--- src/rtl/ps2_host_tx.sv ---
// rtl/ps2_host_tx.sv - PS/2 host-to-device command byte transmitter
//
// Sends one byte from the host to a PS/2 device over the open-drain clock and
// data lines. The host inhibits the clock, raises a request-to-send (data low),
// releases the clock, and then places one frame bit on each device falling
// edge. After the stop bit it samples the device ACK and waits for bus idle.
//
// Ports:
//   board_clk    in  1  system clock
//   reset        in  1  synchronous active-low reset
//   ps2_clk_in   in  1  raw PS/2 clock pin (asynchronous)
//   ps2_data_in  in  1  raw PS/2 data pin (asynchronous)
//   ps2_clk_oe   out 1  1 pulls PS/2 clock low
//   ps2_data_oe  out 1  1 pulls PS/2 data low
//   tx_data      in  8  byte to send, sampled on accept
//   tx_valid     in  1  send request
//   tx_ready     out 1  high in IDLE; accept = tx_valid && tx_ready
//   tx_done      out 1  one-cycle pulse at end of transfer
//   tx_err       out 1  valid with tx_done: missing ACK or timeout
//   busy         out 1  ~tx_ready
//
// Build option: define PS2_TX_FILTER_EN to add an 8-sample glitch filter on
// the synchronised PS/2 clock.

module ps2_host_tx #(
    parameter int INHIBIT_CYCLES = 12000,
    parameter int REQ_CYCLES     = 16,
    parameter int TIMEOUT_CYCLES = 1500000
) (
    input  logic       board_clk,
    input  logic       reset,
    input  logic       ps2_clk_in,
    input  logic       ps2_data_in,
    output logic       ps2_clk_oe,
    output logic       ps2_data_oe,
    input  logic [7:0] tx_data,
    input  logic       tx_valid,
    output logic       tx_ready,
    output logic       tx_done,
    output logic       tx_err,
    output logic       busy
);

    localparam int MAX_IR  = (INHIBIT_CYCLES > REQ_CYCLES) ? INHIBIT_CYCLES : REQ_CYCLES;
    localparam int CNT_MAX = (MAX_IR > TIMEOUT_CYCLES) ? MAX_IR : TIMEOUT_CYCLES;
    localparam int CW      = $clog2(CNT_MAX + 1);

    localparam logic [CW-1:0] INH_LAST = CW'(INHIBIT_CYCLES - 1);
    localparam logic [CW-1:0] REQ_LAST = CW'(REQ_CYCLES - 1);
    localparam logic [CW-1:0] TO_LAST  = CW'(TIMEOUT_CYCLES - 1);

    typedef enum logic [2:0] {
        S_IDLE,
        S_INHIBIT,
        S_REQ,
        S_SEND,
        S_ACK,
        S_WAIT_IDLE,
        S_FIN
    } state_t;

    // Input synchronisers
    logic clk_s1_q, clk_s1_d, clk_s2_q, clk_s2_d;
    logic data_s1_q, data_s1_d, data_s2_q, data_s2_d;
    logic clk_prev_q, clk_prev_d;
    logic clk_cur;
    logic fall;

    always_comb begin
        clk_s1_d  = ps2_clk_in;
        clk_s2_d  = clk_s1_q;
        data_s1_d = ps2_data_in;
        data_s2_d = data_s1_q;
        clk_prev_d = clk_cur;
    end

`ifdef PS2_TX_FILTER_EN
    // The filtered clock only follows the synchronised clock once it has
    // disagreed for 8 consecutive samples; any agreeing sample restarts the run.
    logic       clk_filt_q, clk_filt_d;
    logic [2:0] filt_cnt_q, filt_cnt_d;

    always_comb begin
        clk_filt_d = clk_filt_q;
        filt_cnt_d = 3'd0;
        if (clk_s2_q != clk_filt_q) begin
            if (filt_cnt_q == 3'd7) begin
                clk_filt_d = clk_s2_q;
            end else begin
                filt_cnt_d = filt_cnt_q + 3'd1;
            end
        end
    end

    always_ff @(posedge board_clk) begin
        if (!reset) begin
            clk_filt_q <= 1'b1;
            filt_cnt_q <= 3'd0;
        end else begin
            clk_filt_q <= clk_filt_d;
            filt_cnt_q <= filt_cnt_d;
        end
    end

    assign clk_cur = clk_filt_q;
`else
    assign clk_cur = clk_s2_q;
`endif

    assign fall = clk_prev_q & ~clk_cur;

    // Transfer state
    state_t        state_q, state_d;
    logic [9:0]    frame_q, frame_d;      // {stop, parity, data}
    logic [3:0]    bit_cnt_q, bit_cnt_d;
    logic [CW-1:0] cnt_q, cnt_d;          // phase timer, then device timeout
    logic          err_q, err_d;
    logic          clk_oe_q, clk_oe_d;
    logic          data_oe_q, data_oe_d;
    logic          tx_ready_q, tx_ready_d;
    logic          tx_done_q, tx_done_d;
    logic          tx_err_q, tx_err_d;

    always_comb begin
        state_d   = state_q;
        frame_d   = frame_q;
        bit_cnt_d = bit_cnt_q;
        cnt_d     = cnt_q;
        err_d     = err_q;
        clk_oe_d  = clk_oe_q;
        data_oe_d = data_oe_q;

        case (state_q)
            S_IDLE: begin
                clk_oe_d  = 1'b0;
                data_oe_d = 1'b0;
                if (tx_valid) begin
                    frame_d   = {1'b1, ~^tx_data, tx_data};
                    bit_cnt_d = 4'd0;
                    cnt_d     = '0;
                    err_d     = 1'b0;
                    clk_oe_d  = 1'b1;
                    state_d   = S_INHIBIT;
                end
            end
            S_INHIBIT: begin
                if (cnt_q == INH_LAST) begin
                    cnt_d     = '0;
                    data_oe_d = 1'b1;
                    state_d   = S_REQ;
                end else begin
                    cnt_d = cnt_q + CW'(1);
                end
            end
            S_REQ: begin
                if (cnt_q == REQ_LAST) begin
                    cnt_d    = '0;
                    clk_oe_d = 1'b0;
                    state_d  = S_SEND;
                end else begin
                    cnt_d = cnt_q + CW'(1);
                end
            end
            S_SEND, S_ACK, S_WAIT_IDLE: begin
                // A device edge always beats the timeout terminal count.
                if (fall) begin
                    cnt_d = '0;
                    if (state_q == S_SEND) begin
                        data_oe_d = ~frame_q[bit_cnt_q];
                        bit_cnt_d = bit_cnt_q + 4'd1;
                        if (bit_cnt_q == 4'd9) begin
                            state_d = S_ACK;
                        end
                    end else if (state_q == S_ACK) begin
                        err_d   = data_s2_q;
                        state_d = S_WAIT_IDLE;
                    end
                end else if (cnt_q == TO_LAST) begin
                    cnt_d     = '0;
                    err_d     = 1'b1;
                    clk_oe_d  = 1'b0;
                    data_oe_d = 1'b0;
                    state_d   = S_FIN;
                end else begin
                    cnt_d = cnt_q + CW'(1);
                    if (state_q == S_WAIT_IDLE && clk_cur && data_s2_q) begin
                        state_d = S_FIN;
                    end
                end
            end
            S_FIN: begin
                state_d = S_IDLE;
            end
            default: begin
                state_d = S_IDLE;
            end
        endcase

        if (state_d == S_FIN) begin
            clk_oe_d  = 1'b0;
            data_oe_d = 1'b0;
        end

        tx_done_d  = (state_d == S_FIN);
        tx_err_d   = (state_d == S_FIN) & err_d;
        tx_ready_d = (state_d == S_IDLE);
    end

    always_ff @(posedge board_clk) begin
        if (!reset) begin
            clk_s1_q   <= 1'b1;
            clk_s2_q   <= 1'b1;
            data_s1_q  <= 1'b1;
            data_s2_q  <= 1'b1;
            clk_prev_q <= 1'b1;
            state_q    <= S_IDLE;
            frame_q    <= '0;
            bit_cnt_q  <= 4'd0;
            cnt_q      <= '0;
            err_q      <= 1'b0;
            clk_oe_q   <= 1'b0;
            data_oe_q  <= 1'b0;
            tx_ready_q <= 1'b1;
            tx_done_q  <= 1'b0;
            tx_err_q   <= 1'b0;
        end else begin
            clk_s1_q   <= clk_s1_d;
            clk_s2_q   <= clk_s2_d;
            data_s1_q  <= data_s1_d;
            data_s2_q  <= data_s2_d;
            clk_prev_q <= clk_prev_d;
            state_q    <= state_d;
            frame_q    <= frame_d;
            bit_cnt_q  <= bit_cnt_d;
            cnt_q      <= cnt_d;
            err_q      <= err_d;
            clk_oe_q   <= clk_oe_d;
            data_oe_q  <= data_oe_d;
            tx_ready_q <= tx_ready_d;
            tx_done_q  <= tx_done_d;
            tx_err_q   <= tx_err_d;
        end
    end

    assign ps2_clk_oe  = clk_oe_q;
    assign ps2_data_oe = data_oe_q;
    assign tx_ready    = tx_ready_q;
    assign tx_done     = tx_done_q;
    assign tx_err      = tx_err_q;
    assign busy        = ~tx_ready_q;

endmodule

--- config.mk ---
export PLATFORM = sky130hd
export DESIGN_NAME = ps2_host_tx
export DESIGN_NICKNAME = d
export VERILOG_FILES = /design/src/rtl/ps2_host_tx.sv
export SDC_FILE = /design/constraint.sdc
export NUM_CORES = 1
export LEC_CHECK = 0
export CORE_MARGIN = 2
export CORE_UTILIZATION = 52
export CTS_CLUSTER_DIAMETER = 40
export DETAILED_ROUTE_END_ITERATION = 10
export PLACE_DENSITY = 0.75
export SETUP_SLACK_MARGIN = 0.1
export SLEW_MARGIN = 20
export SYNTH_ARGS = -nofsm -noshare
export SYNTH_HDL_FRONTEND = slang
export SYNTH_SLANG_ARGS = --single-unit
--- constraint.sdc ---
create_clock -name board_clk -period 1.9 [get_ports board_clk]
set_input_delay 0.38 -clock board_clk [delete_from_list [all_inputs] [get_ports board_clk]]
set_output_delay 0.38 -clock board_clk [all_outputs]
set_load 0.03 [all_outputs]
==> results of run 1 <==
synthesized netlist by cell type, types with 3 or more instances:
master,count,area share
sky130_fd_sc_hd__a21oi_1,26,0.051
sky130_fd_sc_hd__and2_1,3,0.0074
sky130_fd_sc_hd__clkbuf_1,10,0.015
sky130_fd_sc_hd__dfxtp_1,49,0.39
sky130_fd_sc_hd__ha_1,3,0.015
sky130_fd_sc_hd__inv_1,12,0.018
sky130_fd_sc_hd__mux2i_1,5,0.020
sky130_fd_sc_hd__nand2_1,40,0.059
sky130_fd_sc_hd__nand2b_1,8,0.020
sky130_fd_sc_hd__nand3_1,12,0.024
sky130_fd_sc_hd__nand4_1,9,0.022
sky130_fd_sc_hd__nor2_1,38,0.056
sky130_fd_sc_hd__nor2b_1,5,0.012
sky130_fd_sc_hd__nor3_1,5,0.0099
sky130_fd_sc_hd__o21ai_0,10,0.020
sky130_fd_sc_hd__xnor2_1,20,0.069
sky130_fd_sc_hd__xor2_1,5,0.017
layout by cell type (no fill, tap or decap), drive strengths merged, types with 7 or more instances in the layout:
master         count
o21ai             11
nand4              9
dfxtp             49
inv               12
nand2b             8
clkdlybuf4s50     18
xnor2             20
nor2              39
nor3               7
buf               47
nand3             13
a21oi             26
nand2             40
layout make-up:
class,count,share of cell area
clock buffers,5,0.0209
clock inverters,2,0.0106
inverters,12,0.0137
multi-input cells,230,0.462
flip-flops and latches,49,0.299
well taps,67,0.0254
repair buffers,65,0.168
layer usage:
metal	share of wire	routed length, microns	global-route usage
met2	0.52	3270	0.454
met4	0.022	140	0.0889
met1	0.41	2570	0.295
met5	0	0	0
met3	0.048	303	0.0453
power by group through the flow:
stage	combinational [mW]	clock, mW	sequential, mW
after floorplan	0.141	0	1.10
after global placement	0.246	0	1.10
after detailed placement	0.253	0	1.10
after CTS	0.261	0.738	1.08
after global routing	0.291	0.783	1.08
final	0.267	0.719	1.08
how the worst max path moves through the flow:
stage,start,endpoint,slack [ns],cells past startpoint
2_1_floorplan,cnt_q[12],cnt_q[7],0.03,7
3_3_place_gp,tx_valid,cnt_q[13],-0.24,7
3_5_place_dp,tx_valid,cnt_q[18],-0.27,7
4_1_cts,cnt_q[12],cnt_q[7],-0.03,7
5_1_grt,cnt_q[12],cnt_q[11],-0.15,7
6_report,cnt_q[12],ps2_data_oe,-0.06,7
flip-flops by register name, summed over array words and instances (netlist names), 3 cells and up:
signal / cells
cnt_q: 21
frame_q: 10
bit_cnt_q: 4
state_q: 3
kinds of logic (layout without fill, tap and decap cells):
logic type               Yosys count  after routing
AND/OR/NAND/NOR                  141            141
AO/OA/AOI/OAI                     54             54
flip-flops                        49             49
XOR/XNOR                          25             25
buffers and inverters             25             84
multiplexers                       7              7
adder cells (fa/ha/maj)            3              3
timing repair:
item / in CTS / in global routing
buffers inserted: 2 / 1
endpoints found under the setup margin: 26 / 27
pin swaps: 7 / 6
resized for setup: 14 / 6
==> impl_results.html, run 1 <==
<table>
<tr><th>Metric</th><th>Value</th></tr>
<tr><th colspan="2">Power</th></tr>
<tr><td>Fraction of power consumed by sequential logic</td><td>0.522</td></tr>
<tr><td>Maximum VDD drop</td><td>0.348 mV</td></tr>
<tr><td>Areal power density over the cells</td><td>625 nW/um^2</td></tr>
<tr><td>Share of power burned in combinational logic</td><td>0.130</td></tr>
<tr><td>Switch Pwr</td><td>0.493 mW</td></tr>
<tr><td>Leak pwr</td><td>1.21 nW</td></tr>
<tr><td>Switching share of power</td><td>0.239</td></tr>
<tr><td>Total Power</td><td>2.06 mW</td></tr>
<tr><td>Internal power</td><td>1.57 mW</td></tr>
<tr><td>Clk pwr share</td><td>0.349</td></tr>
<tr><th colspan="2">Yosys</th></tr>
<tr><td>Area fraction in compound gates after synthesis</td><td>0.142</td></tr>
<tr><td>Post-Synth Simple-Gate Area</td><td>0.292</td></tr>
<tr><td>Post-synthesis async set-or-reset flop share</td><td>0</td></tr>
<tr><td>Synthesized netlist net count</td><td>320</td></tr>
<tr><td>Main combinational cell family by area after synthesis</td><td>simple AND/OR/NAND/NOR gates</td></tr>
<tr><td>Adder and majority gate portion of the synthesized area</td><td>0.0148</td></tr>
<tr><td>Number of standard cells after synthesis</td><td>304</td></tr>
<tr><td>Seq/Total Area, Yosys</td><td>0.387</td></tr>
<tr><td>Multiplexer area fraction after synthesis</td><td>0.0375</td></tr>
<tr><td>Number of storage elements in the synthesis netlist</td><td>49</td></tr>
<tr><td>Number of library cell types mapped by synthesis</td><td>48</td></tr>
<tr><td>Synthesized area</td><td>2540 sq um</td></tr>
<tr><td>Top FF cell, synth</td><td>sky130_fd_sc_hd__dfxtp_1</td></tr>
<tr><td>Yosys warning total</td><td>0</td></tr>
<tr><td>Avg Synthesized Cell Area</td><td>8.35 sq um</td></tr>
<tr><td>Number of enable flip-flop cells after synthesis</td><td>0</td></tr>
<tr><td>Area share of xor/xnor cells in the synthesized design</td><td>0.0863</td></tr>
<tr><th colspan="2">Worst setup path</th></tr>
<tr><td>Category of the critical setup timing path</td><td>reg2reg</td></tr>
<tr><td>Buf/Inv on CP</td><td>1</td></tr>
<tr><td>Slowest stage cell on the critical path</td><td>sky130_fd_sc_hd__or4_4</td></tr>
<tr><td>Crit path launch type</td><td>flip-flop</td></tr>
<tr><td>Arrival time at the worst endpoint</td><td>2.16 ns</td></tr>
<tr><td>Worst-path maximum fanout</td><td>8</td></tr>
<tr><td>Cell depth of the worst flop-to-flop path</td><td>7</td></tr>
<tr><td>Cell family with the largest share of critical-path delay</td><td>simple AND/OR/NAND/NOR gates</td></tr>
<tr><td>Crit path cell chain</td><td>or4_4, nor2_4, a311o_2, buf_4, nand2_2, o21a_1, o211a_1</td></tr>
<tr><td>Stage delay of the slowest cell on the critical path</td><td>0.54 ns</td></tr>
<tr><td>Startpoint of the worst-slack reg-to-reg timing path</td><td>cnt_q[12]</td></tr>
<tr><td>Worst R2R Setup Slack</td><td>-0.06 ns</td></tr>
<tr><td>Endpoint of the worst-slack reg-to-reg timing path</td><td>ps2_data_oe</td></tr>
<tr><td>Setup crit end kind</td><td>flip-flop</td></tr>
<tr><td>Critical path data required time</td><td>2.10 ns</td></tr>
<tr><th colspan="2">Drt</th></tr>
<tr><td>Detailed Route Iter0 Violations</td><td>231</td></tr>
<tr><td>Routed len/inst</td><td>14.6 microns</td></tr>
<tr><td>Wire length reported by the detailed router</td><td>6290 microns</td></tr>
<tr><td>Number of vias after detailed routing</td><td>2,370</td></tr>
<tr><td>Drc violations</td><td>0</td></tr>
<tr><td>Ratio of routed vias to standard cells</td><td>5.51</td></tr>
<tr><td>DRT Pass-1 Iters</td><td>6</td></tr>
<tr><td>DRT antenna net count</td><td>0</td></tr>
<tr><th colspan="2">STA</th></tr>
<tr><td>Hold violation count in the final report</td><td>0</td></tr>
<tr><td>RSZ-0062 raised after global routing</td><td>yes</td></tr>
<tr><td>Post-route setup TNS</td><td>-0.842 ns</td></tr>
<tr><td>Max Slew Vio Count</td><td>0</td></tr>
<tr><td>Measured slew at the worst slew-check pin</td><td>0.539 ns</td></tr>
<tr><td>Final-layout worst hold slack</td><td>0.427 ns</td></tr>
<tr><td>Worst clock skew</td><td>0.00610 ns</td></tr>
<tr><td>Post-route worst setup slack</td><td>-0.0575 ns</td></tr>
<tr><td>Maximum clock frequency</td><td>511 MHz</td></tr>
<tr><td>Rel. slew slack</td><td>0.638</td></tr>
<tr><td>Final Setup Violations</td><td>22</td></tr>
<tr><td>Post-route clock period utilization</td><td>1.03</td></tr>
<tr><td>Post-layout min period</td><td>1.96 ns</td></tr>
<tr><th colspan="2">Floorplanning</th></tr>
<tr><td>Floorplan die width</td><td>73.9 microns</td></tr>
<tr><td>Core Footprint</td><td>4720 sq um</td></tr>
<tr><td>Die height</td><td>73.9 microns</td></tr>
<tr><td>Rows</td><td>25</td></tr>
<tr><td>Initial core utilization</td><td>0.537</td></tr>
<tr><td>I/O pin count</td><td>19</td></tr>
<tr><td>Die area</td><td>5450 sq um</td></tr>
<tr><th colspan="2">Final layout</th></tr>
<tr><td>Nets</td><td>379</td></tr>
<tr><td>Area delta synth-&gt;final</td><td>29.9%</td></tr>
<tr><td>Number of filler cells placed in the layout</td><td>376</td></tr>
<tr><td>Final design utilization</td><td>0.698</td></tr>
<tr><td>Proportion of layout cells with a drive suffix above 1</td><td>0.237</td></tr>
<tr><td>Area taken by flip-flops and latches</td><td>986 sq um</td></tr>
<tr><td>Area used by multi-input combinational logic</td><td>1520 sq um</td></tr>
<tr><td>Inserted Diodes</td><td>0</td></tr>
<tr><td>Final non-filler cell total</td><td>430</td></tr>
<tr><td>Final instance area</td><td>3300 sq um</td></tr>
<tr><th colspan="2">Placement</th></tr>
<tr><td>Global placer's final weighted congestion</td><td>0.891</td></tr>
<tr><td>Detailed-placement wirelength estimate</td><td>4540 microns</td></tr>
<tr><td>Pre-CTS setup slack</td><td>-0.274 ns</td></tr>
<tr><td>Placed instance count</td><td>420</td></tr>
<tr><td>Count of buffers inserted at the top-level ports</td><td>18</td></tr>
<tr><td>Cell area reported after detailed placement</td><td>3100 sq um</td></tr>
<tr><th colspan="2">Hold path</th></tr>
<tr><td>Path type of the worst min-delay path</td><td>reg2reg</td></tr>
<tr><td>End of the worst hold path</td><td>clk_cur</td></tr>
<tr><td>Hold path depth</td><td>1</td></tr>
<tr><td>Worst Min Path Start</td><td>clk_s1_q</td></tr>
<tr><th colspan="2">Global routing</th></tr>
<tr><td>Combined global-route utilization of all metal layers</td><td>0.251</td></tr>
<tr><td>Overall overflow remaining after global route</td><td>0</td></tr>
<tr><td>Via count of the first global-routing pass</td><td>2,383</td></tr>
<tr><td>Global-route wire length before repair</td><td>10,600 microns</td></tr>
<tr><td>Largest net degree at the start of global routing</td><td>22</td></tr>
<tr><td>Antenna violations before repair</td><td>0</td></tr>
<tr><th colspan="2">Clocking</th></tr>
<tr><td>Clock sinks</td><td>49</td></tr>
<tr><td>Clock input transition at the sequential cells of the worst setup and hold paths</td><td>0.09 ns</td></tr>
<tr><td>Clock tree from TritonCTS</td><td>yes</td></tr>
<tr><td>Hold bufs inserted after CTS</td><td>0</td></tr>
<tr><td>Worst-Skew Late Latency</td><td>0.30 ns</td></tr>
<tr><td>CTS max path bufs</td><td>2</td></tr>
<tr><td>Number of clock buffers inserted by TritonCTS</td><td>5</td></tr>
<tr><td>Clock H-tree levels</td><td>2</td></tr>
<tr><td>Clock Tree Root</td><td>sky130_fd_sc_hd__clkbuf_8</td></tr>
<tr><th colspan="2">Status</th></tr>
<tr><td>Result of the run</td><td>finished, violations left</td></tr>
<tr><td>Violated checks</td><td>setup timing</td></tr>
<tr><th colspan="2">Run</th></tr>
<tr><td>Max-cap violation count</td><td>0</td></tr>
</table>
Note: power is estimated with default switching activity, not from simulation.
==> run 2: changes to the inputs <==
Settings changed: GPL_TIMING_DRIVEN set to 0, PLACE_DENSITY 0.75 to 0.72.
Clock period 1.9 ns to 2.3 ns, I/O delays scaled along.
==> impl_results.html, run 2 (same netlist as run 1, synthesis figures left out) <==
<table>
<tr><th>Metric</th><th>Value</th></tr>
<tr><th colspan="2">Status</th></tr>
<tr><td>Result of the run</td><td>completed</td></tr>
<tr><th colspan="2">Drt</th></tr>
<tr><td>Drc violations</td><td>0</td></tr>
<tr><td>DRT Pass-1 Iters</td><td>6</td></tr>
<tr><td>Wire length reported by the detailed router</td><td>5480 microns</td></tr>
<tr><td>Number of vias after detailed routing</td><td>2,214</td></tr>
<tr><td>Ratio of routed vias to standard cells</td><td>5.55</td></tr>
<tr><td>Detailed Route Iter0 Violations</td><td>182</td></tr>
<tr><td>DRT antenna net count</td><td>0</td></tr>
<tr><td>Routed len/inst</td><td>13.7 microns</td></tr>
<tr><th colspan="2">Final layout</th></tr>
<tr><td>Area taken by flip-flops and latches</td><td>981 sq um</td></tr>
<tr><td>Proportion of layout cells with a drive suffix above 1</td><td>0.105</td></tr>
<tr><td>Final non-filler cell total</td><td>399</td></tr>
<tr><td>Commonest cells after routing, fill and taps aside</td><td>sky130_fd_sc_hd__dfxtp_1, sky130_fd_sc_hd__nand2_1, sky130_fd_sc_hd__nor2_1, sky130_fd_sc_hd__a21oi_1, sky130_fd_sc_hd__xnor2_1</td></tr>
<tr><td>Nets</td><td>347</td></tr>
<tr><td>Area delta synth-&gt;final</td><td>17.9%</td></tr>
<tr><td>Area used by multi-input combinational logic</td><td>1500 sq um</td></tr>
<tr><td>Flip-flop count of the largest register, all copies and words added</td><td>21</td></tr>
<tr><td>Inserted Diodes</td><td>0</td></tr>
<tr><td>Most common cell after layout, fill and taps aside</td><td>sky130_fd_sc_hd__dfxtp_1</td></tr>
<tr><td>Top reg by flops</td><td>cnt_q</td></tr>
<tr><td>Final design utilization</td><td>0.634</td></tr>
<tr><td>Largest registers in the final layout</td><td>cnt_q (21), frame_q (10), bit_cnt_q (4)</td></tr>
<tr><td>Final instance area</td><td>2990 sq um</td></tr>
<tr><td>Number of filler cells placed in the layout</td><td>413</td></tr>
<tr><th colspan="2">Global routing</th></tr>
<tr><td>Largest net degree at the start of global routing</td><td>15</td></tr>
<tr><td>Overall overflow remaining after global route</td><td>0</td></tr>
<tr><td>Via count of the first global-routing pass</td><td>1,958</td></tr>
<tr><td>Global-route wire length before repair</td><td>9100 microns</td></tr>
<tr><td>Antenna violations before repair</td><td>0</td></tr>
<tr><td>Combined global-route utilization of all metal layers</td><td>0.219</td></tr>
<tr><th colspan="2">STA</th></tr>
<tr><td>Post-route worst setup slack</td><td>0.186 ns</td></tr>
<tr><td>Post-route clock period utilization</td><td>0.919</td></tr>
<tr><td>Worst clock skew</td><td>0.00478 ns</td></tr>
<tr><td>RSZ-0062 raised after global routing</td><td>yes</td></tr>
<tr><td>Hold violation count in the final report</td><td>0</td></tr>
<tr><td>Rel. slew slack</td><td>0.574</td></tr>
<tr><td>Post-layout min period</td><td>2.11 ns</td></tr>
<tr><td>Final Setup Violations</td><td>0</td></tr>
<tr><td>Max Slew Vio Count</td><td>0</td></tr>
<tr><td>Measured slew at the worst slew-check pin</td><td>0.633 ns</td></tr>
<tr><td>Maximum clock frequency</td><td>473 MHz</td></tr>
<tr><th colspan="2">Worst setup path</th></tr>
<tr><td>Crit path cell chain</td><td>or4_4, nor2_4, and4_1, o211ai_4, o21ai_4, buf_6, nor2_1</td></tr>
<tr><td>Crit path launch type</td><td>flip-flop</td></tr>
<tr><td>Arrival time at the worst endpoint</td><td>2.32 ns</td></tr>
<tr><td>Category of the critical setup timing path</td><td>reg2reg</td></tr>
<tr><td>Stage delay of the slowest cell on the critical path</td><td>0.58 ns</td></tr>
<tr><td>Critical path data required time</td><td>2.51 ns</td></tr>
<tr><td>Setup crit end kind</td><td>flip-flop</td></tr>
<tr><td>Slowest stage cell on the critical path</td><td>sky130_fd_sc_hd__or4_4</td></tr>
<tr><td>Worst-path maximum fanout</td><td>10</td></tr>
<tr><th colspan="2">Power</th></tr>
<tr><td>Fraction of power consumed by sequential logic</td><td>0.515</td></tr>
<tr><td>Total Power</td><td>1.72 mW</td></tr>
<tr><td>Clk pwr share</td><td>0.372</td></tr>
<tr><td>Share of power burned in combinational logic</td><td>0.114</td></tr>
<tr><td>Switch Pwr</td><td>0.407 mW</td></tr>
<tr><td>Internal power</td><td>1.31 mW</td></tr>
<tr><td>Switching share of power</td><td>0.236</td></tr>
<tr><td>Leak pwr</td><td>1.02 nW</td></tr>
<tr><td>Maximum VDD drop</td><td>0.428 mV</td></tr>
<tr><td>Areal power density over the cells</td><td>575 nW/um^2</td></tr>
<tr><th colspan="2">Floorplanning</th></tr>
<tr><td>Rows</td><td>25</td></tr>
<tr><td>Die height</td><td>73.9 microns</td></tr>
<tr><td>Die area</td><td>5450 sq um</td></tr>
<tr><td>Initial core utilization</td><td>0.537</td></tr>
<tr><td>Core Footprint</td><td>4720 sq um</td></tr>
<tr><td>I/O pin count</td><td>19</td></tr>
<tr><td>Floorplan die width</td><td>73.9 microns</td></tr>
<tr><th colspan="2">Clocking</th></tr>
<tr><td>Clock input transition at the sequential cells of the worst setup and hold paths</td><td>0.09 ns</td></tr>
<tr><td>Hold bufs inserted after CTS</td><td>0</td></tr>
<tr><td>Clock Tree Root</td><td>sky130_fd_sc_hd__clkbuf_8</td></tr>
<tr><td>Clock H-tree levels</td><td>2</td></tr>
<tr><td>Worst-Skew Late Latency</td><td>0.30 ns</td></tr>
<tr><td>CTS max path bufs</td><td>2</td></tr>
<tr><td>Clock sinks</td><td>49</td></tr>
<tr><td>Clock tree from TritonCTS</td><td>yes</td></tr>
<tr><td>Number of clock buffers inserted by TritonCTS</td><td>5</td></tr>
<tr><th colspan="2">Run</th></tr>
<tr><td>Max-cap violation count</td><td>0</td></tr>
<tr><th colspan="2">Placement</th></tr>
<tr><td>Detailed-placement wirelength estimate</td><td>3870 microns</td></tr>
<tr><td>Global placer's final weighted congestion</td><td>0.893</td></tr>
<tr><td>Placed instance count</td><td>389</td></tr>
<tr><td>Pre-CTS setup slack</td><td>-0.258 ns</td></tr>
<tr><td>Count of buffers inserted at the top-level ports</td><td>18</td></tr>
<tr><td>Cell area reported after detailed placement</td><td>2800 sq um</td></tr>
<tr><th colspan="2">Hold path</th></tr>
<tr><td>Path type of the worst min-delay path</td><td>reg2reg</td></tr>
</table>
[run 2: cell count changes in the layout (fill, tap and decap cells not counted), sizes merged]
cell,before,now
clkbuf,5,17
buf,47,5
clkinv,1,0
[run 2: per-stage QoR]
stage	TNS, ns	hold slack, ns
floorplan	0	0.386
global placement	-1.45	0.390
detailed placement	-1.64	0.395
CTS	0	0.417
global route	0	0.426
finish	0	0.417
[run 2: path summary, 6_finish.rpt]
path,from,endpoint,slack (ns),cells after the start
min,clk_s1_q,clk_cur,0.42,1
max reg2reg,cnt_q[12],cnt_q[14],0.19,7
max,cnt_q[12],cnt_q[14],0.19,7
min reg2reg,clk_s1_q,clk_cur,0.42,1
[run 2: power by group through the flow]
stage	Combinational [mW]	Clock [mW]	Sequential [mW]
finish	0.195	0.640	0.886
global route	0.214	0.694	0.890
CTS	0.189	0.651	0.886
detailed placement	0.186	0	0.906
global placement	0.183	0	0.906
floorplan	0.116	0	0.911
[run 2: worst max-delay path, delay by kind of cell (launching register included)]
kind | cells | cell delay [ns]
AOI/OAI and AO/OA | 2 | 0.35
buffers and inverters | 1 | 0.17
DFF | 1 | 0.39
and+or+nand+nor | 4 | 1.11
[run 2: repair_timing]
action                     4_1_cts  5_1_grt
setup endpoints to repair        2       26
pin swaps                        0        5
buffers inserted                 0        2
gates resized for setup          1       17
[run 2: metal layers]
metal | global-route usage | part of all wire
met2 | 0.325 | 0.44
met4 | 0.0707 | 0.016
met3 | 0.0466 | 0.051
met1 | 0.314 | 0.49
met5 | 0 | 0
[run 2: cell type report]
type,count,area share
plain buffers,13,0.0234
clock inverters,1,0.0100
inverters,12,0.0151
well taps,67,0.0280
clock buffers,7,0.0288
flip-flops and latches,49,0.328
multi-input cells,230,0.502
repair buffers,20,0.0652
==> RTL change, RTL diff (settings of run 1) <==
`TIMEOUT_CYCLES`: 1500000 -> 6000000.
--- a/src/rtl/ps2_host_tx.sv
+++ b/src/rtl/ps2_host_tx.sv
@@ -27,3 +27,3 @@
     parameter int REQ_CYCLES     = 16,
-    parameter int TIMEOUT_CYCLES = 1500000
+    parameter int TIMEOUT_CYCLES = 6000000
 ) (
Function: no difference found for any inputs over 10 cycles, from zero or initial values and one cycle with reset low; that may be too few to reach the edited logic, so the function may still have changed.
==> RTL change against run 1 <==
  * The flow still finishes with violations (negative setup slack)
  * Count of clock-buffer cells in the layout did not move
  * Area after synthesis is 0.30% higher
  * Non-clock buffer count up 11
  * Cell area increased by 9.5%
  * Hold slack worse by 0.0079 ns
  * Total power rose by 1.2%
  * Final cell count increased by 5.1%
  * Sequential cell count increased by 2
  * Routed wire length rose by 8.7%
  * Worst setup slack lost 0.038 ns
  * Clock skew rose by 0.0039 ns
==> RTL change: results (changes against run 1) <==
slowest CP cell - dfxtp_2
met2 Use GR - 0.4058 (-0.04861)
Reg power frac - 0.536 (+0.014)
First-pass DRT Iterations - 4 (-2)
biggest regs - cnt_q x23, frame_q x10, bit_cnt_q x4
ranking of synthesized cells by area - dfxtp_1, nor2_1, nand2_1, xnor2_1, a21oi_1
register area share after synthesis - 0.4012 (+0.01459)
Nets - 400 (+5.5%)
met1 wire length - 3031 um (+18%)
worst setup margin - -0.09601 ns (-0.03848 ns)
first-pass GRT wire length - 10,590 um (about the same)
Post-synth top cells - dfxtp_1, nor2_1, nand2_1
clk_skew - 0.01004 ns (+0.003938 ns)
placer congestion estimate - 0.9376 (+5.3%)
max incr delay on CP - 0.36 ns (-0.18 ns)
Min-Delay Path Class - flip-flop to flip-flop
setup bufs post-CTS - 10 (+8)
post-cts resize count - 21 (+7)
syn avg cell area - 8.157 um2 (-2.3%)
via count - 2,498 (+5.4%)
failing checks - negative setup slack
layout cells sized above 1 - 0.3325 (+0.09555)
Crit path max-delay family - compound AO/OA/AOI/OAI gates
Tot GR Track Use - 0.2474 (-0.004049)
Fillers - 320 (-15%)
Sw Share - 0.2708 (+0.03163)
Yosys cell types - 43 (-10%)
routed len/inst - 15.12 um (+3.4%)
HPWL after DPL - 4359 um (-4.0%)
met3 usage - 0.04472 (-0.0005520)
Tightest Pin Transition - 0.4786 ns (-0.05989 ns)
final number of setup-violating endpoints - 23 (+4.5%)
largest net degree at the start of global routing - 17 (-23%)
status - finished, violations left
routed length on met2 - 3400 um (+3.8%)
static leakage - 0.001316 uW (+8.8%)
Global Route met1 Usage - 0.3299 (+0.03511)
vias in the first global route - 2,355 (-1.2%)
dpl cells - 427 (+1.7%)
Iteration-0 DRC Markers - 279 (+21%)
combinational power - 323 uW (+21%)
Reg2Reg Depth - 10 (+3)
worst path arrival time - 2.21 ns (+0.05 ns)
WL met3 - 260 um (-14%)
Net Count, Synth - 328 (+2.5%)
worst vdd ir - 566.6 uV (+63%)
worst-path maximum fanout - 5 (-3)
ys async rst share - 0 (unchanged)
wirelength, routed - 6834 um (+8.7%)
[RTL change: cells by family (layout without fill, tap and decap cells)]
| group | count (synthesis) | count (layout) | synth area share |
|---|---|---|---|
| simple gates | 159 | 159 | 0.3053 |
| flops | 51 | 51 | 0.4012 |
| compound gates | 44 | 44 | 0.1062 |
| xor+xnor | 29 | 29 | 0.09980 |
| buf+inv | 19 | 92 | 0.03491 |
| mux | 7 | 7 | 0.03786 |
| fa+ha+maj | 3 | 3 | 0.01475 |
[RTL change: final cells by class]
cell class | count | area [um2] | area share
clock buffer | 5 | 68.82 | 0.01908
clock inverter | 3 | 18.77 | 0.005203
inverter | 8 | 30.03 | 0.008325
tap | 67 | 83.83 | 0.02324
sequential | 51 | 1030 | 0.2855
timing repair buffer | 76 | 720.7 | 0.1998
multi-input combinational | 242 | 1655 | 0.4589
[RTL change: through the flow]
step | worst slack [ns] | power [uW] | cell area (um2) | TNS, ns
final | -0.09601 | 2085 | 3607 | -1.816
after global routing | -0.1844 | 2159 | 3607 | -4.076
after CTS | -0.006591 | 2041 | 3343 | -0.06116
after detailed placement | -0.3343 | 1390 | 3080 | -4.121
after global placement | -0.3085 | 1382 | 3080 | -3.401
after floorplan | 0.1033 | 1286 | 2556 | 0
[RTL change: final timing paths]
path	slack, ns	end	startpoint
setup / recovery	-0.1	cnt_q[17]$_SDFFE_PN0P_	cnt_q[1]$_SDFFE_PN0P_
hold / removal	0.42	data_s2_q$_SDFF_PN1_	data_s1_q$_SDFF_PN1_
setup reg to reg	-0.1	cnt_q[17]$_SDFFE_PN0P_	cnt_q[1]$_SDFFE_PN0P_
hold reg to reg	0.42	data_s2_q$_SDFF_PN1_	data_s1_q$_SDFF_PN1_
